`config.mk`:
```
export PLATFORM = sky130hd
export DESIGN_NAME = if_fetch_stage
export DESIGN_NICKNAME = d
export VERILOG_FILES = /design/src/rtl/yep_if_pkg.sv /design/src/rtl/if_perfcnt.sv /design/src/rtl/if_fetch_stage.sv
export SDC_FILE = /design/constraint.sdc
export NUM_CORES = 1
export LEC_CHECK = 0
export CAP_MARGIN = 10
export CORE_MARGIN = 1
export CORE_UTILIZATION = 43
export DETAILED_ROUTE_END_ITERATION = 12
export PLACE_DENSITY_LB_ADDON = 0.08
export SLEW_MARGIN = 20
export SYNTH_ARGS = -nofsm -noshare
export SYNTH_HDL_FRONTEND = slang
export SYNTH_SLANG_ARGS = --single-unit
```
`constraint.sdc`:
```
create_clock -name CLK -period 3.43 [get_ports CLK]
set_input_delay 0.343 -clock CLK [delete_from_list [all_inputs] [get_ports CLK]]
set_output_delay 0.343 -clock CLK [all_outputs]
set_load 0.01 [all_outputs]
```
`src/rtl/yep_if_pkg.sv`:
```
// ============================================================================
// Module      : yep_if_pkg
// Description : Shared constants and the fetch-action encoding for the IF stage.
// Revision    : 1.0
// ============================================================================
`default_nettype none

package yep_if_pkg;

    localparam logic [31:0] DEF_RESET_VECTOR = 32'h0000_0000;
    localparam logic [31:0] DEF_NOP_WORD     = 32'h0000_0000;
    localparam logic [31:0] PC_INC           = 32'd4;

    // Listed highest priority first; exactly one applies per edge.
    typedef enum logic [2:0] {
        ACT_SMC   = 3'd0,
        ACT_STALL = 3'd1,
        ACT_REDIR = 3'd2,
        ACT_SMC2  = 3'd3,
        ACT_MISS  = 3'd4,
        ACT_FETCH = 3'd5
    } if_action_e;

endpackage

`default_nettype wire

```
`src/rtl/if_perfcnt.sv`:
```
// ============================================================================
// Module      : if_perfcnt
// Description : Stall / flush / miss event counters; built only with IF_PERFCNT_EN.
// Revision    : 1.0
// ============================================================================
`default_nettype none

`ifdef IF_PERFCNT_EN
module if_perfcnt
    import yep_if_pkg::*;
(
    input  logic        CLK,
    input  logic        RST,
    input  if_action_e  act,
    output logic [31:0] STALL_CNT,
    output logic [31:0] FLUSH_CNT,
    output logic [31:0] IMISS_CNT
);

    logic [31:0] stall_cnt_q, stall_cnt_d;
    logic [31:0] flush_cnt_q, flush_cnt_d;
    logic [31:0] imiss_cnt_q, imiss_cnt_d;

    always_comb begin
        stall_cnt_d = stall_cnt_q;
        flush_cnt_d = flush_cnt_q;
        imiss_cnt_d = imiss_cnt_q;
        case (act)
            ACT_STALL:                     stall_cnt_d = stall_cnt_q + 32'd1;
            ACT_SMC, ACT_REDIR, ACT_SMC2:  flush_cnt_d = flush_cnt_q + 32'd1;
            ACT_MISS:                      imiss_cnt_d = imiss_cnt_q + 32'd1;
            default: ;
        endcase
    end

    always_ff @(posedge CLK or posedge RST) begin
        if (RST) begin
            stall_cnt_q <= '0;
            flush_cnt_q <= '0;
            imiss_cnt_q <= '0;
        end else begin
            stall_cnt_q <= stall_cnt_d;
            flush_cnt_q <= flush_cnt_d;
            imiss_cnt_q <= imiss_cnt_d;
        end
    end

    assign STALL_CNT = stall_cnt_q;
    assign FLUSH_CNT = flush_cnt_q;
    assign IMISS_CNT = imiss_cnt_q;

endmodule
`endif

`default_nettype wire

```
`src/rtl/if_fetch_stage.sv`:
```
// ============================================================================
// Module      : if_fetch_stage
// Description : MIPS IF stage: PC register, IMEM address and IF/ID register.
//               Optional counters enabled by defining IF_PERFCNT_EN.
// Revision    : 1.0
// ============================================================================
`default_nettype none

module if_fetch_stage
    import yep_if_pkg::*;
#(
    parameter logic [31:0] RESET_VECTOR = DEF_RESET_VECTOR,
    parameter logic [31:0] NOP_WORD     = DEF_NOP_WORD
) (
    input  logic        CLK,
    input  logic        RST,
    input  logic        WPCIR,
    input  logic        BRANCH,
    input  logic [31:0] REDIR_PC,
    input  logic        SMC,
    input  logic        SMC2,
    input  logic        IMEM_READY,
    input  logic [31:0] IMEM_RDATA,
    output logic [31:0] IMEM_ADDR,
    output logic [31:0] IFPC,
    output logic [31:0] IDPC,
    output logic [31:0] IDIR,
    output logic        IDVALID
`ifdef IF_PERFCNT_EN
    ,
    output logic [31:0] STALL_CNT,
    output logic [31:0] FLUSH_CNT,
    output logic [31:0] IMISS_CNT
`endif
);

    logic [31:0] pc_q,      pc_d;
    logic [31:0] idpc_q,    idpc_d;
    logic [31:0] idir_q,    idir_d;
    logic        idvalid_q, idvalid_d;
    if_action_e  act;

    // SMC outranks WPCIR because the controller raises both together.
    always_comb begin
        if (SMC)              act = ACT_SMC;
        else if (WPCIR)       act = ACT_STALL;
        else if (BRANCH)      act = ACT_REDIR;
        else if (SMC2)        act = ACT_SMC2;
        else if (!IMEM_READY) act = ACT_MISS;
        else                  act = ACT_FETCH;
    end

    always_comb begin
        pc_d      = pc_q;
        idpc_d    = pc_q;
        idir_d    = NOP_WORD;
        idvalid_d = 1'b0;
        case (act)
            ACT_SMC:   pc_d = idpc_q;
            ACT_STALL: begin
                idpc_d    = idpc_q;
                idir_d    = idir_q;
                idvalid_d = idvalid_q;
            end
            ACT_REDIR: pc_d = REDIR_PC;
            ACT_FETCH: begin
                pc_d      = pc_q + PC_INC;
                idir_d    = IMEM_RDATA;
                idvalid_d = 1'b1;
            end
            default: ;
        endcase
    end

    always_ff @(posedge CLK or posedge RST) begin
        if (RST) begin
            pc_q      <= RESET_VECTOR;
            idpc_q    <= RESET_VECTOR;
            idir_q    <= NOP_WORD;
            idvalid_q <= 1'b0;
        end else begin
            pc_q      <= pc_d;
            idpc_q    <= idpc_d;
            idir_q    <= idir_d;
            idvalid_q <= idvalid_d;
        end
    end

    assign IMEM_ADDR = pc_q;
    assign IFPC      = pc_q;
    assign IDPC      = idpc_q;
    assign IDIR      = idir_q;
    assign IDVALID   = idvalid_q;

`ifdef IF_PERFCNT_EN
    if_perfcnt u_perfcnt (
        .CLK       (CLK),
        .RST       (RST),
        .act       (act),
        .STALL_CNT (STALL_CNT),
        .FLUSH_CNT (FLUSH_CNT),
        .IMISS_CNT (IMISS_CNT)
    );
`endif

endmodule

`default_nettype wire

```
==> metrics, run 1 <==
via count 4,125; Pre-antenna DRT Iters 4; Placed Cells 736; skew final 0.008670 ns; Nets 679; GRT Residual Overflow 0; TritonCTS clock tree done; Root Driver clkbuf_8; Detail Route Antenna Nets 0; CTS Hold Bufs 0; clock slew at reported path FFs 0.08 ns; adder-cell share of the synthesized area 0.2610%; setup TNS 0 ns; Die W 107.6 um; Final Routed Wirelength 13,380 um; Non-Filler Instances 750; Placer Congestion 0.8467; Post-Syn Area 4795 um2; critical path endpoint category register; largest family of logic cells by synthesized area compound AO/OA/AOI/OAI gates; most common cell after layout, fill and taps aside clkdlybuf4s50_1; RSZ-0062 raised after global routing false; Post-CTS Setup Bufs 0; Port Buffer Count 199; core area 10,840 um2; Synth cell types 50; Post-synth EDFFs 0; critical path fanouts, max 33; ys async rst share 100.0%; sequential fraction of the synthesis area 50.63%; vias in the first global route 4,055; Worst-Skew Late Latency 0.37 ns; vias per cell 5.500; Final Cycle Share 65.49%; TritonCTS buffer count 9; compound-cell area share of the yosys netlist 18.71%; worst endpoint data arrival time 2.55 ns; ANT cells 0; worst-margin pin slew 0.7545 ns; I/O pin cnt 200; fmax 445.2 MHz; MaxCap Viol Count 0; synthesized instance count 445; Mapped Nets 517; Avg WL per Cell 17.85 um; first-pass GRT wire length 21,400 um; WS Path Type in2reg; Placed Area 6720 um2; xor-xnor portion of the synthesized cell area 2.009%; startpoint types input port; worst slew slack as a fraction of its limit 49.17%; Total Power 3.823 mW; Synth Flop Type dfrtp_1; post-detail-place hpwl 9527 um; status finished, final reports clean; Core Rows 38; CTS Buffer Depth 2; Yosys reg bits 97; clk sink count 97; # setup viols final 0; fin crit period 2.246 ns; GRT Resource Usage Total 24.12%; Hold Violations, Final 0; Min-Delay Path Class in2async; Slew Viols, Final 0; Layout Utilization 64.13%; die area 11,580 um2; final instance area 6952 um2; share of cells above drive strength 1 10.66%; DRT iter0 DRCs 248; post_cts resized 0; Layout area overhead 44.99%; most frequent cells in the layout clkdlybuf4s50_1 (199), dfrtp_1 (97), nand2_1 (32), a22o_1 (32), mux2_2 (26); DRC 0; H-tree lvl count 3; WP data required 3.73 ns; Mean Syn Cell Area 10.77 um2; post-synthesis mux area share 8.194%; pwr/cell area 549.9 nW/um2; initial antenna violation count 0; P_leak 2.859 nW; synthesis warning total 0; largest net degree at the start of global routing 98; Die H 107.6 um; simple-gate portion of the synthesized area 12.08%; Max VDD drop 0.2761 mV; Initial Utilization 44.23%
-- cell families (layout without fill, tap and decap cells) --
| kind of cell | after synthesis | count (layout) |
|---|---|---|
| DFF | 97 | 97 |
| xor gates and xnor gates | 11 | 11 |
| adders and majority gates | 1 | 1 |
| buffers and inverters | 67 | 232 |
| muxes | 36 | 36 |
| AOI/OAI and AO/OA | 123 | 123 |
| and+or+nand+nor | 110 | 110 |
-- layout make-up --
cell class | instances | area, um2
Timing Repair Buffer | 208 | 2085
Clock inverter | 3 | 90.09
Multi-Input combinational cell | 281 | 1993
Sequential cell | 97 | 2427
Inverter | 10 | 40.04
Fill cell | 940 | 3889
Clock buffer | 11 | 141.4
Tap cell | 140 | 175.2
-- flip-flops by register name, indices dropped and copies added, names as in the netlist --
register  cells
IFPC         32
IDVALID       1
IDPC         32
IDIR         32
-- critical path, cell delays in order --
cell and delay [ns]:
clkdlybuf4s50_1 0.46, buf_4 0.22, nor2_1 0.28, and3_2 0.70
buf_4 0.37, a22o_1 0.18
-- through the flow --
step	hold slack (ns)	worst slack, ns
after global placement	0.4735	0.8984
after detailed placement	0.4760	0.8096
after floorplan	0.4598	0.5533
after CTS	0.4576	1.204
after global routing	0.4774	1.079
final	0.4415	1.184
-- where the power goes --
part	switching (mW)	internal [mW]	total, mW
clock network	0.376	0.497	0.873
registers	0.299	1.35	1.65
logic	0.506	0.796	1.30
total	1.18	2.64	3.82
-- path summary, 6_finish.rpt --
| kind | start | end | slack [ns] | cells past startpoint |
|---|---|---|---|---|
| max in group asynchronous | RST | IDPC[11] | 2.61 | 3 |
| min in group CLK | IDVALID | IDVALID | 0.50 | 2 |
| hold / removal | RST | IDIR[17] | 0.44 | 3 |
| setup reg to reg | IFPC[2] | IFPC[20] | 1.33 | 6 |
| hold reg to reg | IDVALID | IDVALID | 0.50 | 2 |
| setup / recovery | SMC | IDIR[29] | 1.18 | 6 |
-- metal layers --
metal	global-route usage, %	part of all wire (%)
met1	33.69	44
met2	37.32	47
met3	5.630	8.0
met4	7.045	1.3
met5	0	0
-- cell usage after synthesis, drive strengths merged (3+ instances only) --
cell,count,area (um2)
mux2,26,292.8
nor2,20,77.58
and2,3,21.27
nand4,9,77.57
o21ai,26,137.6
a221oi,3,32.53
mux2i,10,100.1
a211oi,4,35.03
nand3,26,142.6
a22oi,6,45.04
buf,46,310.3
clkbuf,11,41.29
a31oi,3,18.77
o22ai,7,43.79
xor2,9,78.83
a21oi,16,80.08
a2bb2oi,6,52.55
o211ai,4,30.03
nor4,3,18.77
o2bb2ai,4,35.03
dfrtp,97,2427
nand2,32,120.1
inv,10,37.54
nor3,11,82.58
and3,4,26.28
a22o,32,280.3
Note: power is estimated with default switching activity, not from simulation.
==> run 2: changes to the inputs <==
clock period = 2.2 ns   (was 3.43 ns; I/O delays follow)
==> metrics, run 2 (synthesized netlist as in run 1, its figures left out) <==
status finished, final reports clean; Filler Cell Count 903; Initial Utilization 44.23%; fin crit period 1.999 ns; H-tree lvl count 3; P_leak 2.913 nW; share of cells above drive strength 1 12.94%; I/O pin cnt 200; RSZ-0062 raised after global routing false; most frequent cells in the layout clkdlybuf4s50_1 (199), dfrtp_1 (97), nand2_1 (32), a22o_1 (32), mux2_2 (26); TritonCTS clock tree done; # setup viols final 0; pwr/cell area 824.2 nW/um2; Max VDD drop 0.3981 mV; Placer Congestion 0.8458; MaxCap Viol Count 0; initial antenna violation count 0; Final Routed Wirelength 13,670 um; most common cell after layout, fill and taps aside clkdlybuf4s50_1; DRT iter0 DRCs 185; Layout area overhead 46.79%; vias in the first global route 4,174; worst slew slack as a fraction of its limit 50.24%; clk sink count 97; Nets 695; vias per cell 5.492; DRC 0; largest net degree at the start of global routing 98; setup TNS 0 ns; skew final 0.009910 ns; worst-margin pin slew 0.7385 ns; Placed Area 6854 um2; worst endpoint data arrival time 2.26 ns; Die W 107.6 um; Detail Route Antenna Nets 0; GRT Residual Overflow 0; CTS Hold Bufs 0; critical path fanouts, max 9; WP data required 2.46 ns; Port Buffer Count 199; first-pass GRT wire length 21,800 um; via count 4,207; Pre-antenna DRT Iters 4; core area 10,840 um2; met2 WL post-DR 6431 um; post-detail-place hpwl 9935 um; TritonCTS buffer count 9; Worst-Skew Late Latency 0.37 ns; startpoint types register; M1 WL 6087 um; Die H 107.6 um; Final Cycle Share 90.88%; Hold Violations, Final 0; wire length on met3 925 um; post_cts resized 0; Post-CTS Setup Bufs 0; Root Driver clkbuf_8; GRT Resource Usage Total 24.63%; ANT cells 0; clock slew at reported path FFs 0.09 ns; Core Rows 38; CTS Buffer Depth 2; critical path endpoint category register; Avg WL per Cell 17.84 um; Slew Viols, Final 0; Min-Delay Path Class in2async; fmax 500.2 MHz; highest routed layer met4; WS Path Type reg2reg; Layout Utilization 64.92%; final instance area 7038 um2; die area 11,580 um2
-- run 2: where the power goes --
part	leakage, nW	internal, mW	switching (mW)
Clock	0.0913	0.543	0.606
Combinational	1.58	1.28	0.840
Sequential	1.24	2.10	0.432
Total	2.91	3.92	1.88
-- run 2: worst paths after layout --
kind,start,end,cells past startpoint,slack [ns]
worst max-delay path,IFPC[3],IFPC[20],6,0.20
worst min-delay path,RST,IDIR[3],3,0.32
worst max register to register,IFPC[3],IFPC[20],6,0.20
worst min register to register,IDVALID,IDVALID,2,0.49
max in group asynchronous,RST,IDPC[24],3,1.47
min in group CLK,REDIR_PC[1],IFPC[1],3,0.41
-- run 2: metrics by stage --
step / instances / power [mW] / hold WS, ns / worst slack, ns
final: 766 / 5.800 / 0.3225 / 0.2006
after global routing: 766 / 6.101 / 0.3888 / 0.07895
after CTS: 766 / 5.845 / 0.3653 / 0.1793
after detailed placement: 752 / 4.700 / 0.4805 / 0.1240
after global placement: 752 / 4.642 / 0.4739 / 0.1894
after floorplan: 445 / 3.529 / 0.3368 / 0.5009
-- run 2: area by class of cell --
class,instances,area [um2],share of cell area (%)
timing repair buffer,224,2217,31.50
sequential,97,2427,34.49
tap,140,175.2,2.489
clock buffer,11,141.4,2.009
inverter,10,41.29,0.5867
multi-input combinational,281,1993,28.32
clock inverter,3,42.54,0.6044
-- run 2: per-layer routing --
layer / up-vias / track usage [%]
met4: 0 / 9.393
met2: 178 / 39.42
li1: 1965 / -
met3: 15 / 4.782
met1: 2049 / 33.00
met5: - / 0
-- run 2: worst max-delay path, stage by stage, from the launching register on --
cell      delay [ns]
dfrtp_1         0.48
ha_1            0.26
nand4_1         0.18
nor2_2          0.39
nand3_1         0.18
o21ai_0         0.17
o2bb2a_1        0.23
==> run 3: changes to the inputs <==
RECOVER_POWER = 100   (was unset)
==> metrics, run 3 (synthesized netlist as in run 1, its figures left out) <==
status finished, final reports clean; Non-Filler Instances 766; DRC 0; die area 11,580 um2; # setup viols final 0; setup TNS 0 ns; Die H 107.6 um; TritonCTS buffer count 9; Layout area overhead 45.64%; I/O pin cnt 200; WP data required 2.46 ns; Max VDD drop 0.3690 mV; critical path fanouts, max 27; largest net degree at the start of global routing 98; fin crit period 2.020 ns; MaxCap Viol Count 0; core area 10,840 um2; worst reg-to-reg path cell count 6; post_cts resized 0; Slew Viols, Final 0; Hold Violations, Final 0; Final WS setup 0.1804 ns; Min-Delay Path Class in2reg; startpoint types input port; Nets 695; Post-CTS Setup Bufs 0; RSZ-0062 raised after global routing false; first-pass GRT wire length 21,800 um; WS Path Type in2reg; Final Cycle Share 91.80%; Initial Utilization 44.23%; GRT Residual Overflow 0; P_leak 3.089 nW; Avg WL per Cell 17.78 um; worst flop-to-flop path startpoint IFPC[3]; Placed Cells 752; most common cell after layout, fill and taps aside dlygate4sd3_1; vias in the first global route 4,174; clock slew at reported path FFs 0.09 ns; fmax 495.1 MHz; Detail Route Antenna Nets 0; Pre-antenna DRT Iters 4; CTS Hold Bufs 0; TritonCTS clock tree done; most frequent cells in the layout dlygate4sd3_1 (132), dfrtp_1 (97), clkdlybuf4s50_1 (67); RR Endpoint IFPC[20]; GRT Resource Usage Total 24.63%; CTS Buffer Depth 2; Port Buffer Count 199; Final Routed Wirelength 13,620 um; hold path endpoint IFPC[1]; worst-margin pin slew 1.318 ns; Reg2Reg Setup Slack 0.20 ns; H-tree lvl count 3; initial antenna violation count 0; critical path endpoint category register; Hold Crit Depth 3; Worst-Skew Late Latency 0.37 ns; ANT cells 0; clk sink count 97; worst slew slack as a fraction of its limit 12.13%; crit path from WPCIR; share of cells above drive strength 1 12.30%; Hold Path Origin REDIR_PC[1]; Layout Utilization 64.42%; Filler Cell Count 918; Root Driver clkbuf_8; skew final 0.01354 ns; pwr/cell area 799.8 nW/um2; via count 4,180; Die W 107.6 um; Total Power 5.585 mW; vias per cell 5.457; Setup Slack @ Placement 0.1240 ns; post-detail-place hpwl 9935 um; DRT iter0 DRCs 176; worst endpoint data arrival time 2.28 ns; Placer Congestion 0.8458; Core Rows 38
[run 3: cell types whose count changed in the layout (fill, tap and decap cells not counted), moves of 2 or more]
cell and delta:
buf_12 -2, dlygate4sd3_1 +132, clkbuf_1 +2, clkbuf_2 +3, clkdlybuf4s50_1 -132, buf_4 -4
[run 3: final cells by class]
cell class,instances,area (um2),share of cell area (%)
flip-flops and latches,97,2427,34.76
repair buffers,224,2177,31.18
multi-input cells,281,1978,28.33
well taps,140,175.2,2.509
clock buffers,11,141.4,2.025
clock inverters,3,42.54,0.6092
inverters,10,41.29,0.5913
[run 3: metrics by stage]
step	hold slack (ns)	cell area, um2
final	0.4132	6983
after global placement	0.4739	6854
after CTS	0.3653	7038
after global routing	0.4267	6983
after detailed placement	0.4805	6854
after floorplan	0.3368	4798
[run 3: report_power, final]
group | switching [mW] | leakage (nW) | internal (mW)
combinational | 0.832 | 1.76 | 1.09
clock | 0.608 | 0.0913 | 0.544
sequential | 0.410 | 1.24 | 2.10
total | 1.85 | 3.09 | 3.73
[run 3: worst max path at each step]
stage                          end  cells past startpoint
after floorplan           IFPC[20]                      6
after global placement     IFPC[5]                      6
after detailed placement  IDIR[21]                      5
after CTS                 IFPC[20]                      6
after global routing      IFPC[24]                      7
final                     IDPC[26]                      5
[run 3: metal layers]
metal	wire length [um]	part of all wire, %	GRT usage (%)
met1	6024	44	33.00
met2	6490	48	39.42
met3	907	6.7	4.782
met4	194	1.4	9.393
met5	0	0	0
[run 3: worst max-delay path, stage by stage]
cell,delay (ns)
dlygate4sd3_1,0.55
clkbuf_1,0.28
nor2b_1,0.29
clkbuf_2,0.53
mux2_2,0.40
